==> src/rtl/tug_pkg.sv <==
// Shared types and width helpers for the tug-of-war controller.
// Pure declarations: no latency, no flow control.
package tug_pkg;

   typedef enum logic [1:0] {
      IDLE   = 2'd0,
      PLAY   = 2'd1,
      P1_WIN = 2'd2,
      P2_WIN = 2'd3
   } state_t;

   localparam logic [1:0] WIN_NONE = 2'b00;
   localparam logic [1:0] WIN_P1   = 2'b01;
   localparam logic [1:0] WIN_P2   = 2'b10;

   function automatic int pos_w(input int num_pos);
      return (num_pos > 1) ? $clog2(num_pos) : 1;
   endfunction

   function automatic int cnt_w(input int div);
      return (div > 1) ? $clog2(div) : 1;
   endfunction

endpackage

==> src/rtl/tick_gen.sv <==
// Game tick divider: strobe for one cycle every TICK_DIV enabled cycles.
// Strobe is combinational off the counter; no backpressure, clr wins over en.
module tick_gen
   import tug_pkg::*;
#(
   parameter int TICK_DIV = 1000000
) (
   input  logic clk,
   input  logic rst_n,
   input  logic en,
   input  logic clr,
   output logic strobe
);

   localparam int CW = cnt_w(TICK_DIV);
   localparam logic [CW-1:0] LAST = CW'(TICK_DIV - 1);

   logic [CW-1:0] cnt;

   always_ff @(posedge clk or negedge rst_n) begin
      if (!rst_n) begin
         cnt <= '0;
      end else if (clr) begin
         cnt <= '0;
      end else if (en) begin
         cnt <= (cnt == LAST) ? '0 : cnt + 1'b1;
      end
   end

   assign strobe = en && !clr && (cnt == LAST);

endmodule

==> src/rtl/tug_of_war_ctrl.sv <==
// Tug-of-war / level-meter controller between two sample streams and the LED screen.
// Samples take one cycle; pos moves on the game tick; no backpressure (screen is a pure sink).
module tug_of_war_ctrl
   import tug_pkg::*;
#(
   parameter int DATA_W   = 12,
   parameter int NUM_POS  = 15,
   parameter int TICK_DIV = 1000000,
   parameter int DEADBAND = 16,
   parameter int SCORE_W  = 4
) (
   input  logic                       clk,
   input  logic                       reset,
   input  logic [DATA_W-1:0]          p1data,
   input  logic [DATA_W-1:0]          p2data,
   input  logic                       mode,
   input  logic                       start,
   output logic [pos_w(NUM_POS)-1:0]  pos,
   output logic                       tick,
   output logic                       game_over,
   output logic [1:0]                 winner,
   output logic [SCORE_W-1:0]         p1_score,
   output logic [SCORE_W-1:0]         p2_score
);

   localparam int PW     = pos_w(NUM_POS);
   localparam int PROD_W = DATA_W + $clog2(NUM_POS) + 1;
   localparam logic [PW-1:0] CENTER  = PW'((NUM_POS - 1) / 2);
   localparam logic [PW-1:0] POS_MAX = PW'(NUM_POS - 1);
   localparam logic signed [DATA_W:0] DB_S = (DATA_W + 1)'(DEADBAND);

   state_t state, state_nxt;
   logic [DATA_W-1:0] p1s, p2s;
   logic mode_q;
   logic tick_s;
   logic signed [DATA_W:0] diff;
   logic step_up, step_dn, p1_hit, p2_hit;
   logic [PW-1:0] pos_step, quant, pos_nxt;

   tick_gen #(.TICK_DIV(TICK_DIV)) u_tick_gen (
      .clk    (clk),
      .rst_n  (reset),
      .en     (state == PLAY),
      .clr    (state != PLAY),
      .strobe (tick_s)
   );

   // Zero-extend before subtracting so the sign bit is the true comparison result.
   assign diff     = $signed({1'b0, p1s}) - $signed({1'b0, p2s});
   assign step_up  = diff > DB_S;
   assign step_dn  = diff < -DB_S;
   assign pos_step = step_up ? pos + 1'b1 : (step_dn ? pos - 1'b1 : pos);
   assign p1_hit   = mode_q && step_up && (pos_step == POS_MAX);
   assign p2_hit   = mode_q && step_dn && (pos_step == '0);
   assign quant    = PW'((PROD_W'(p1s) * PROD_W'(NUM_POS)) >> DATA_W);

   always_ff @(posedge clk or negedge reset) begin
      if (!reset) state <= IDLE;
      else        state <= state_nxt;
   end

   always_comb begin
      state_nxt = state;
      case (state)
         IDLE:   if (start) state_nxt = PLAY;
         PLAY: begin
            if (tick_s) begin
               if (p1_hit)                 state_nxt = P1_WIN;
               else if (p2_hit)            state_nxt = P2_WIN;
               else if (!mode_q && start)  state_nxt = IDLE;
            end
         end
         P1_WIN, P2_WIN: if (start) state_nxt = IDLE;
         default: state_nxt = IDLE;
      endcase
   end

   always_comb begin
      tick      = 1'b0;
      game_over = 1'b0;
      winner    = WIN_NONE;
      case (state)
         PLAY:   tick = tick_s;
         P1_WIN: begin game_over = 1'b1; winner = WIN_P1; end
         P2_WIN: begin game_over = 1'b1; winner = WIN_P2; end
         default: ;
      endcase
   end

   always_comb begin
      pos_nxt = pos;
      case (state)
         IDLE: pos_nxt = CENTER;
         PLAY: begin
            if (tick_s) begin
               if (mode_q)     pos_nxt = pos_step;
               else if (start) pos_nxt = CENTER;
               else            pos_nxt = quant;
            end
         end
         P1_WIN, P2_WIN: if (start) pos_nxt = CENTER;
         default: pos_nxt = CENTER;
      endcase
   end

   always_ff @(posedge clk or negedge reset) begin
      if (!reset) begin
         pos      <= CENTER;
         p1s      <= '0;
         p2s      <= '0;
         mode_q   <= 1'b0;
         p1_score <= '0;
         p2_score <= '0;
      end else begin
         pos <= pos_nxt;
         p1s <= p1data;
         p2s <= p2data;
         if (state == IDLE && start) mode_q <= mode;
         if (state == PLAY && tick_s && p1_hit && p1_score != '1) p1_score <= p1_score + 1'b1;
         if (state == PLAY && tick_s && p2_hit && p2_score != '1) p2_score <= p2_score + 1'b1;
      end
   end

endmodule
==> config.mk <==
export PLATFORM = sky130hd
export DESIGN_NAME = tug_of_war_ctrl
export DESIGN_NICKNAME = d
export VERILOG_FILES = /design/src/rtl/tug_pkg.sv /design/src/rtl/tick_gen.sv /design/src/rtl/tug_of_war_ctrl.sv
export SDC_FILE = /design/constraint.sdc
export NUM_CORES = 1
export LEC_CHECK = 0
export CORE_UTILIZATION = 50
export CTS_BUF_LIST = sky130_fd_sc_hd__clkbuf_8
export CTS_CLUSTER_DIAMETER = 30
export CTS_CLUSTER_SIZE = 8
export DETAILED_ROUTE_END_ITERATION = 6
export GPL_TIMING_DRIVEN = 1
export PLACE_DENSITY = 0.72
export SYNTH_ARGS = -nofsm -noshare
export SYNTH_HDL_FRONTEND = slang
export SYNTH_SLANG_ARGS = --single-unit
==> constraint.sdc <==
create_clock -name clk -period 7.2 [get_ports clk]
set_clock_uncertainty 0.1 [all_clocks]
set_input_delay 2.16 -clock clk [delete_from_list [all_inputs] [get_ports clk]]
set_output_delay 2.16 -clock clk [all_outputs]
set_load 0.1 [all_outputs]
Yosys cells after proc, flatten, opt, wreduce, memory -nomap -nowiden:

Index checks and enable logic that the tools add are counted.

* input bits: 28
* register bits: 59
* logic and storage cells: 70
* output and inout port bits: 16

* multiplexer cells: 20
* reduce and logical (&&, ||, !) cells: 21
* add/subtract/negate cells: 6
* $lt $le $gt $ge: 2
* eq/ne operators: 12
* multiply operators: 1

Operator list (number)
* $mux 20: 3
* $mux 4: 6
* $add 20x1->20 const B: 1
* $eq 20x20->1 const B: 1
* $mul 12x4->16 const B: 1
* $gt 13x6->1 const B: 1
* $logic_and 1x1->1: 13
* $lt 13x5->1 const B: 1
* $sub 12x12->13: 1
* $add 4x1->4 const B: 3
* $mux 2: 6
* $ne 4x4->1 const B: 3
* $pmux 4 s3: 1
* $pmux 2 s3: 1
* $eq 2x2->1 const B: 2
* $eq 4x4->1 const B: 1
* $logic_not 4->1: 1
* $ne 2x1->1 const B: 2
* $ne 2x2->1 const B: 2
* $pmux 2 s2: 1
* $reduce_and 4->1: 1
* $sub 4x1->4 const B: 1
* $eq 2x1->1 const B: 1
* $logic_not 1->1: 2
* 5 further kinds: 6

Logic depth before layout (Yosys ltp):

Gate-level depths: netlist of run 1.

* depth in word-level cells: 10
* mapped depth: 15
* mapped depth without buffers: 15

Cells and area by module:

Synthesis of run 1 repeated with hierarchy kept, for this count alone.

* cells, all modules: 426
* area, all modules: 4304.1 um^2

By module, submodules not included
* tug_of_war_ctrl: times used 1, sequential area each 979.7 um^2, area each 3124.2 um^2, cells each 288
* tick_gen: times used 1, sequential area each 500.5 um^2, area each 1179.9 um^2, cells each 138

Least setup slack after synthesis of run 1:

No wires, ideal clock.

* path kind: register to output
* from: reg u_tick_gen.cnt[0]
* to: out tick
* arrival time: 1996 ps
* path slack: 2944 ps
* buffers on the path: 0
* data required time: 4940 ps
* cell stages (with the launch flop): 7
* cells stage by stage: dfrtp_1 > ha_1 > and3_1 > nand3_1 > nor4_1 > nand2b_1 > inv_1

* longest elaborated chain between the ends: 3

Ends and longest elaborated chain
* start: declaration: line tick_gen.sv:18 `logic [CW-1:0] cnt;`
* start signal: assignment: line tick_gen.sv:26 `cnt <= (cnt == LAST) ? '0 : cnt + 1'b1;`
* $eq 20x20->1: line tick_gen.sv:30 `assign strobe = en && !clr && (cnt == LAST);`
* $logic_and 1x1->1: line tick_gen.sv:30
* $mux 1: line tug_of_war_ctrl.sv:82 `case (state)`
* end: declaration: line tug_of_war_ctrl.sv:19 `output logic tick,`

Every way passes these cells.

Final worst setup path of run 1:

Same ends and word-level chain as after synthesis.

==> flow_metrics.env, run 1 <==
export IMPL_grt_pass1_vias=3130
export IMPL_slowest_delay_ns=1.13
export IMPL_die_area_um2=8460
export IMPL_use_met1=0.273
export IMPL_postRouteAntennaNets=0
export IMPL_end_kind="output pin"
export IMPL_ioPinCount=44
export IMPL_synth_cell_types=60
export IMPL_cp_slowest_cell="clkdlybuf4s50_1"
export IMPL_num_rows=32
export IMPL_cts_tree="done"
export IMPL_async_flop_share=1.00
export IMPL_core_um2=7770
export IMPL_setup_ws_ns=1.68
export IMPL_finalSetupTns_ns=0
export IMPL_clk_path_buf_depth=2
export IMPL_layout_drive_gt1_share=0.0778
export IMPL_clkSinkCount=59
export IMPL_cts_setup_buffers=0
export IMPL_cp_data_required_time_ns=4.94
export IMPL_synth_nets=482
export IMPL_synth_area_leaders="dfrtp_1 (35%), ha_1 (11%), fa_1 (10%), xnor2_1 (4.1%), nor2_1 (3.7%)"
export IMPL_nFillCells=654
export IMPL_port_buffer_count=43
export IMPL_postCtsHoldBufs=0
export IMPL_relSlewSlack=0.342
export IMPL_dr_pass1_iters=4
export IMPL_groute_usage_overall=0.217
export IMPL_seq_area_frac_synth=0.366
export IMPL_final_cell_mix="dfrtp_1 (56), clkdlybuf4s50_1 (42), nor2_1 (40), ha_1 (36), inv_1 (33)"
export IMPL_hold_viol=0
export IMPL_hp_class="reg -> reg"
export IMPL_cts_made_buffers=9
export IMPL_num_antenna_cells=0
export IMPL_path_class="reg -> out"
export IMPL_syn_inst=397
export IMPL_root_buffer="clkbuf_8"
export IMPL_min_period_ns=5.52
export IMPL_synth_top_area_share=0.346
export IMPL_maxCapViolations=0
export IMPL_gr_usage_met3=0.0473
export IMPL_tightest_slew_ns=0.983
export IMPL_p_leak_nw=2.18
export IMPL_finalNetCount=530
export IMPL_crit_family="buffers and inverters"
export IMPL_wirelength_um=7950
export IMPL_drc=0
export IMPL_die_height_um=92.0
export IMPL_fmax_ghz=0.181
export IMPL_synth_top_area_cell="dfrtp_1"
export IMPL_ys_seq_elements=59
export IMPL_final_util=0.614
export IMPL_layout_commonest_cell="dfrtp_1"
export IMPL_grt_pass1_wl_um=14300
export IMPL_wl_per_cell_um=14.4
export IMPL_synthToLayoutAreaGrowth_pct=17.8
export IMPL_dpl_hpwl_um=5980
export IMPL_place_congestion=0.846
export IMPL_first_iter_violations=104
export IMPL_busiest_layer="met2"
export IMPL_setup_viol=0
export IMPL_synth_edf_count=0
export IMPL_h_tree_depth=3
export IMPL_slew_viol_final=0
export IMPL_synth_flop_cell="dfrtp_1"
export IMPL_syn_area_per_cell_um2=10.2
export IMPL_arrival_ns=3.26
export IMPL_period_share=0.767
export IMPL_outcome="completed"
export IMPL_start_util=0.521
export IMPL_peakVddDrop_mv=0.120
export IMPL_grt_max_degree=60
export IMPL_antenna_found_initial=0
export IMPL_cp_start_kind="flop"
export IMPL_crit_chain="ha_1 > and3_1 > nand3_1 > nor4_1 > nand2b_1 > inv_1 > clkdlybuf4s50_1"
export IMPL_dp_cells=536
export IMPL_instances_no_fill=552
export IMPL_path_max_fanout=4
export IMPL_die_w_um=92.0
export IMPL_clk_pin_slew_ns=0.07
export IMPL_cts_resized=0
export IMPL_powerDensity_nw_per_um2=183
export IMPL_clock_latency_ns=0.35
export IMPL_num_vias=2971
export IMPL_grt_overflow=0
export IMPL_worst_path_buf_inv=2
export IMPL_synth_area_um2=4050
export IMPL_rsz0062_at_grt="no"
export IMPL_avgViaCountPerCell=5.38
export IMPL_pre_cts_ws_ns=2.05
export IMPL_use_met2=0.358
export IMPL_yosys_warnings=0
flip-flops by register name, summed over array words and instances, names as in the netlist:
| register | count |
|---|---|
| p2_score | 4 |
| state | 2 |
| pos | 4 |
| mode_q | 1 |
| p1_score | 4 |
| p2s | 12 |
| u_tick_gen.cnt | 20 |
| p1s | 12 |
path summary, 6_finish.rpt:
kind	start	to	slack (ns)	cells after the start
min in group asynchronous	reset	p1_score[2]	1.85	2
min	u_tick_gen.cnt[0]	u_tick_gen.cnt[0]	0.38	1
max in group asynchronous	reset	p1s[8]	4.66	2
max reg2reg	p1s[6]	pos[3]	3.29	13
min reg2reg	u_tick_gen.cnt[0]	u_tick_gen.cnt[0]	0.38	1
max	u_tick_gen.cnt[0]	tick	1.68	7
worst reg2reg max path: cells and delay by family (launching register included):
kind / cells / cell delay, ns
fa+ha+maj: 3 / 1.35
mux: 1 / 0.09
flops: 1 / 0.50
xor+xnor: 1 / 0.13
simple gates: 1 / 0.09
compound gates: 7 / 1.54
cells in the mapped netlist (all sizes together), types with 3 or more instances:
cell type	number
nor3	6
a211oi	4
o31ai	3
nand4	3
fa	21
o21ai	11
o21a	7
a21oi	15
nor2b	6
nand2	26
xor2	17
nor2	40
inv	33
mux2	6
ha	36
dfstp	3
a21o	4
xnor2	19
dfrtp	56
and3	6
clkbuf	5
and2	3
nand2b	11
a31oi	4
nand3	19
per-layer routing:
layer / share of wire / wire, um
met5: 0 / 0
met4: 0.019 / 153
met3: 0.036 / 284
met2: 0.49 / 3890
met1: 0.46 / 3620
layout make-up:
class                           instances  area, um2  share of cell area
Multi-Input combinational cell        298       2420               0.507
Sequential cell                        59       1480               0.310
Timing Repair Buffer                   44        433              0.0908
Clock buffer                           10        138              0.0289
Tap cell                              102        128              0.0268
Inverter                               33        124              0.0260
Clock inverter                          6       48.8              0.0102
where the power goes:
group | switching (W) | leakage (nW) | internal [W]
clock | 0.000147 | 0.0855 | 0.000137
sequential | 0.0000198 | 0.749 | 0.000345
combinational | 0.000116 | 1.35 | 0.000106
total | 0.000283 | 2.18 | 0.000588
metrics by stage:
step | hold WS, ns | area (um2) | total power [W]
global placement | 0.371 | 4580 | 0.000583
CTS | 0.387 | 4770 | 0.000885
detailed placement | 0.376 | 4580 | 0.000593
floorplan | 0.355 | 4050 | 0.000529
finish | 0.383 | 4770 | 0.000871
global route | 0.428 | 4770 | 0.000930
cells by family (layout without fill, tap and decap cells):
kind of cell	after synthesis	after routing	share of synthesized area
multiplexers	8	8	0.0226
XOR/XNOR	36	36	0.0779
flip-flops	59	59	0.366
buffers and inverters	40	93	0.0374
AO/OA/AOI/OAI	66	66	0.119
AND/OR/NAND/NOR	131	131	0.163
adder cells (fa/ha/maj)	57	57	0.215
No activity file was read; power rests on OpenSTA's default activity.
==> run 2, diff against run 1 <==
Clock period 7.2 ns to 5.1 ns, I/O delays scaled along.
==> run 2 against run 1 <==
Die area unchanged. Core utilization hardly changed. First-iteration DRC count decreased by 21%. Global-route usage decreased by 0.38 points. Cell count unchanged. Critical path depth is the same. Largest power group unchanged. Clock power grew 51%. Combinational power grew 41%. Non-clock buffer count did not move.
==> flow_metrics.env, run 2 (synthesized netlist as in run 1, its figures left out) <==
export IMPL_p_leak_nw=2.20
export IMPL_crit_chain="ha_1 > and3_1 > nand3_1 > nor4_1 > nand2b_1 > inv_1 > buf_4"
export IMPL_peakVddDrop_mv=0.167
export IMPL_cp_data_required_time_ns=3.47
export IMPL_multi_input_area_um2=2420
export IMPL_p_sw_w=0.000393
export IMPL_arrival_ns=2.32
export IMPL_reg2reg_from="p1s[6]"
export IMPL_antenna_found_initial=0
export IMPL_layout_drive_gt1_share=0.0778
export IMPL_clkSinkCount=59
export IMPL_postRouteAntennaNets=0
export IMPL_groute_usage_overall=0.213
export IMPL_largest_reg_flops=20
export IMPL_outcome="completed"
export IMPL_dr_pass1_iters=4
export IMPL_ioPinCount=44
export IMPL_topRoutingLayerUsed="met4"
export IMPL_grt_pass1_wl_um=14000
export IMPL_pwr_share_seq=0.410
export IMPL_holdWs_ns=0.387
export IMPL_register_area_um2=1480
export IMPL_first_iter_violations=82
export IMPL_setup_viol=0
export IMPL_regMostFlops="u_tick_gen.cnt"
export IMPL_grt_max_degree=38
export IMPL_avgViaCountPerCell=5.36
export IMPL_tightest_slew_ns=0.973
export IMPL_cp_start_kind="flop"
export IMPL_nFillCells=640
export IMPL_rsz0062_at_grt="no"
export IMPL_drc=0
export IMPL_p_total_w=0.00125
export IMPL_place_congestion=0.852
export IMPL_die_area_um2=8460
export IMPL_finalNetCount=530
export IMPL_die_w_um=92.0
export IMPL_cts_setup_buffers=0
export IMPL_clk_pin_slew_ns=0.07
export IMPL_h_tree_depth=3
export IMPL_slew_viol_final=0
export IMPL_die_height_um=92.0
export IMPL_finalSetupTns_ns=0
export IMPL_wl_per_cell_um=14.2
export IMPL_num_vias=2957
export IMPL_hold_viol=0
export IMPL_slowest_delay_ns=0.48
export IMPL_period_share=0.775
export IMPL_cts_tree="done"
export IMPL_route_met3_wl_um=346
export IMPL_cts_made_buffers=9
export IMPL_holdCritStartpoint="u_tick_gen.cnt[0]"
export IMPL_clk_path_buf_depth=2
export IMPL_crit_path_start="u_tick_gen.cnt[0]"
export IMPL_num_rows=32
export IMPL_powerDensity_nw_per_um2=263
export IMPL_port_buffer_count=43
export IMPL_relSlewSlack=0.349
export IMPL_grt_overflow=0
export IMPL_root_buffer="clkbuf_8"
export IMPL_maxCapViolations=0
export IMPL_final_cell_mix="dfrtp_1 (56), clkdlybuf4s50_1 (41), nor2_1 (40), ha_1 (36), inv_1 (34)"
export IMPL_clock_latency_ns=0.35
export IMPL_wirelength_um=7840
export IMPL_reg_top3="u_tick_gen.cnt x20, p1s x12, p2s x12"
export IMPL_end_kind="output pin"
export IMPL_wl_met1_um=3530
export IMPL_p_sw_frac=0.313
export IMPL_met2WireLength_um=3780
export IMPL_grt_pass1_vias=3136
export IMPL_path_max_fanout=4
export IMPL_layout_commonest_cell="dfrtp_1"
export IMPL_start_util=0.521
export IMPL_synthToLayoutAreaGrowth_pct=17.9
export IMPL_min_period_ns=3.95
export IMPL_dpl_hpwl_um=5910
export IMPL_core_um2=7770
export IMPL_cellInternalPower_w=0.000862
export IMPL_combPwrFrac=0.249
export IMPL_path_class="reg -> out"
export IMPL_fmax_ghz=0.253
export IMPL_cts_resized=0
export IMPL_num_antenna_cells=0
export IMPL_clkPwrFrac=0.341
export IMPL_postCtsHoldBufs=0
export IMPL_cp_slowest_cell="nor4_1"
export IMPL_hp_class="reg -> reg"
run 2: power by group through the flow:
stage	sequential [W]	combinational [W]	clock [W]
3_5_place_dp	0.000524	0.000313	0
4_1_cts	0.000515	0.000316	0.000441
6_report	0.000515	0.000313	0.000428
3_3_place_gp	0.000523	0.000303	0
2_1_floorplan	0.000515	0.000232	0
5_1_grt	0.000519	0.000362	0.000462
run 2: through the flow:
| step | utilization | setup WS (ns) | cell area, um2 | cells |
|---|---|---|---|---|
| floorplan | - | 1.47 | 4050 | 397 |
| global placement | 0.590 | 1.39 | 4580 | 536 |
| detailed placement | 0.590 | 1.26 | 4580 | 536 |
| CTS | 0.614 | 1.10 | 4770 | 552 |
| global route | 0.614 | 0.788 | 4770 | 552 |
| finish | 0.614 | 1.15 | 4770 | 552 |
run 2: metal layers:
| metal | vias up | GRT usage |
|---|---|---|
| met1 | 1425 | 0.262 |
| met4 | 0 | 0.0885 |
| met2 | 59 | 0.347 |
| met5 | - | 0 |
| met3 | 16 | 0.0672 |
| li1 | 1457 | - |
run 2: path summary, 6_finish.rpt:
path / slack (ns) / depth (start not counted) / endpoint
setup reg to reg: 1.30 / 13 / pos[3]
setup / recovery: 1.15 / 7 / tick
hold reg to reg: 0.39 / 1 / u_tick_gen.cnt[0]
min in group asynchronous: 1.17 / 1 / state[1]
max in group asynchronous: 2.89 / 2 / u_tick_gen.cnt[11]
hold / removal: 0.39 / 1 / u_tick_gen.cnt[0]
run 2: layout make-up:
cell class,instances,area share
clock inverters,7,0.0144
well taps,102,0.0267
inverters,33,0.0260
repair buffers,44,0.0902
flip-flops and latches,59,0.310
clock buffers,9,0.0260
multi-input cells,298,0.507
run 2: worst max-delay path, delay by kind of cell (launching register included):
kind / cells / cell delay, ns
flops: 1 / 0.39
buf+inv: 2 / 0.40
simple gates: 4 / 0.99
fa+ha+maj: 1 / 0.19
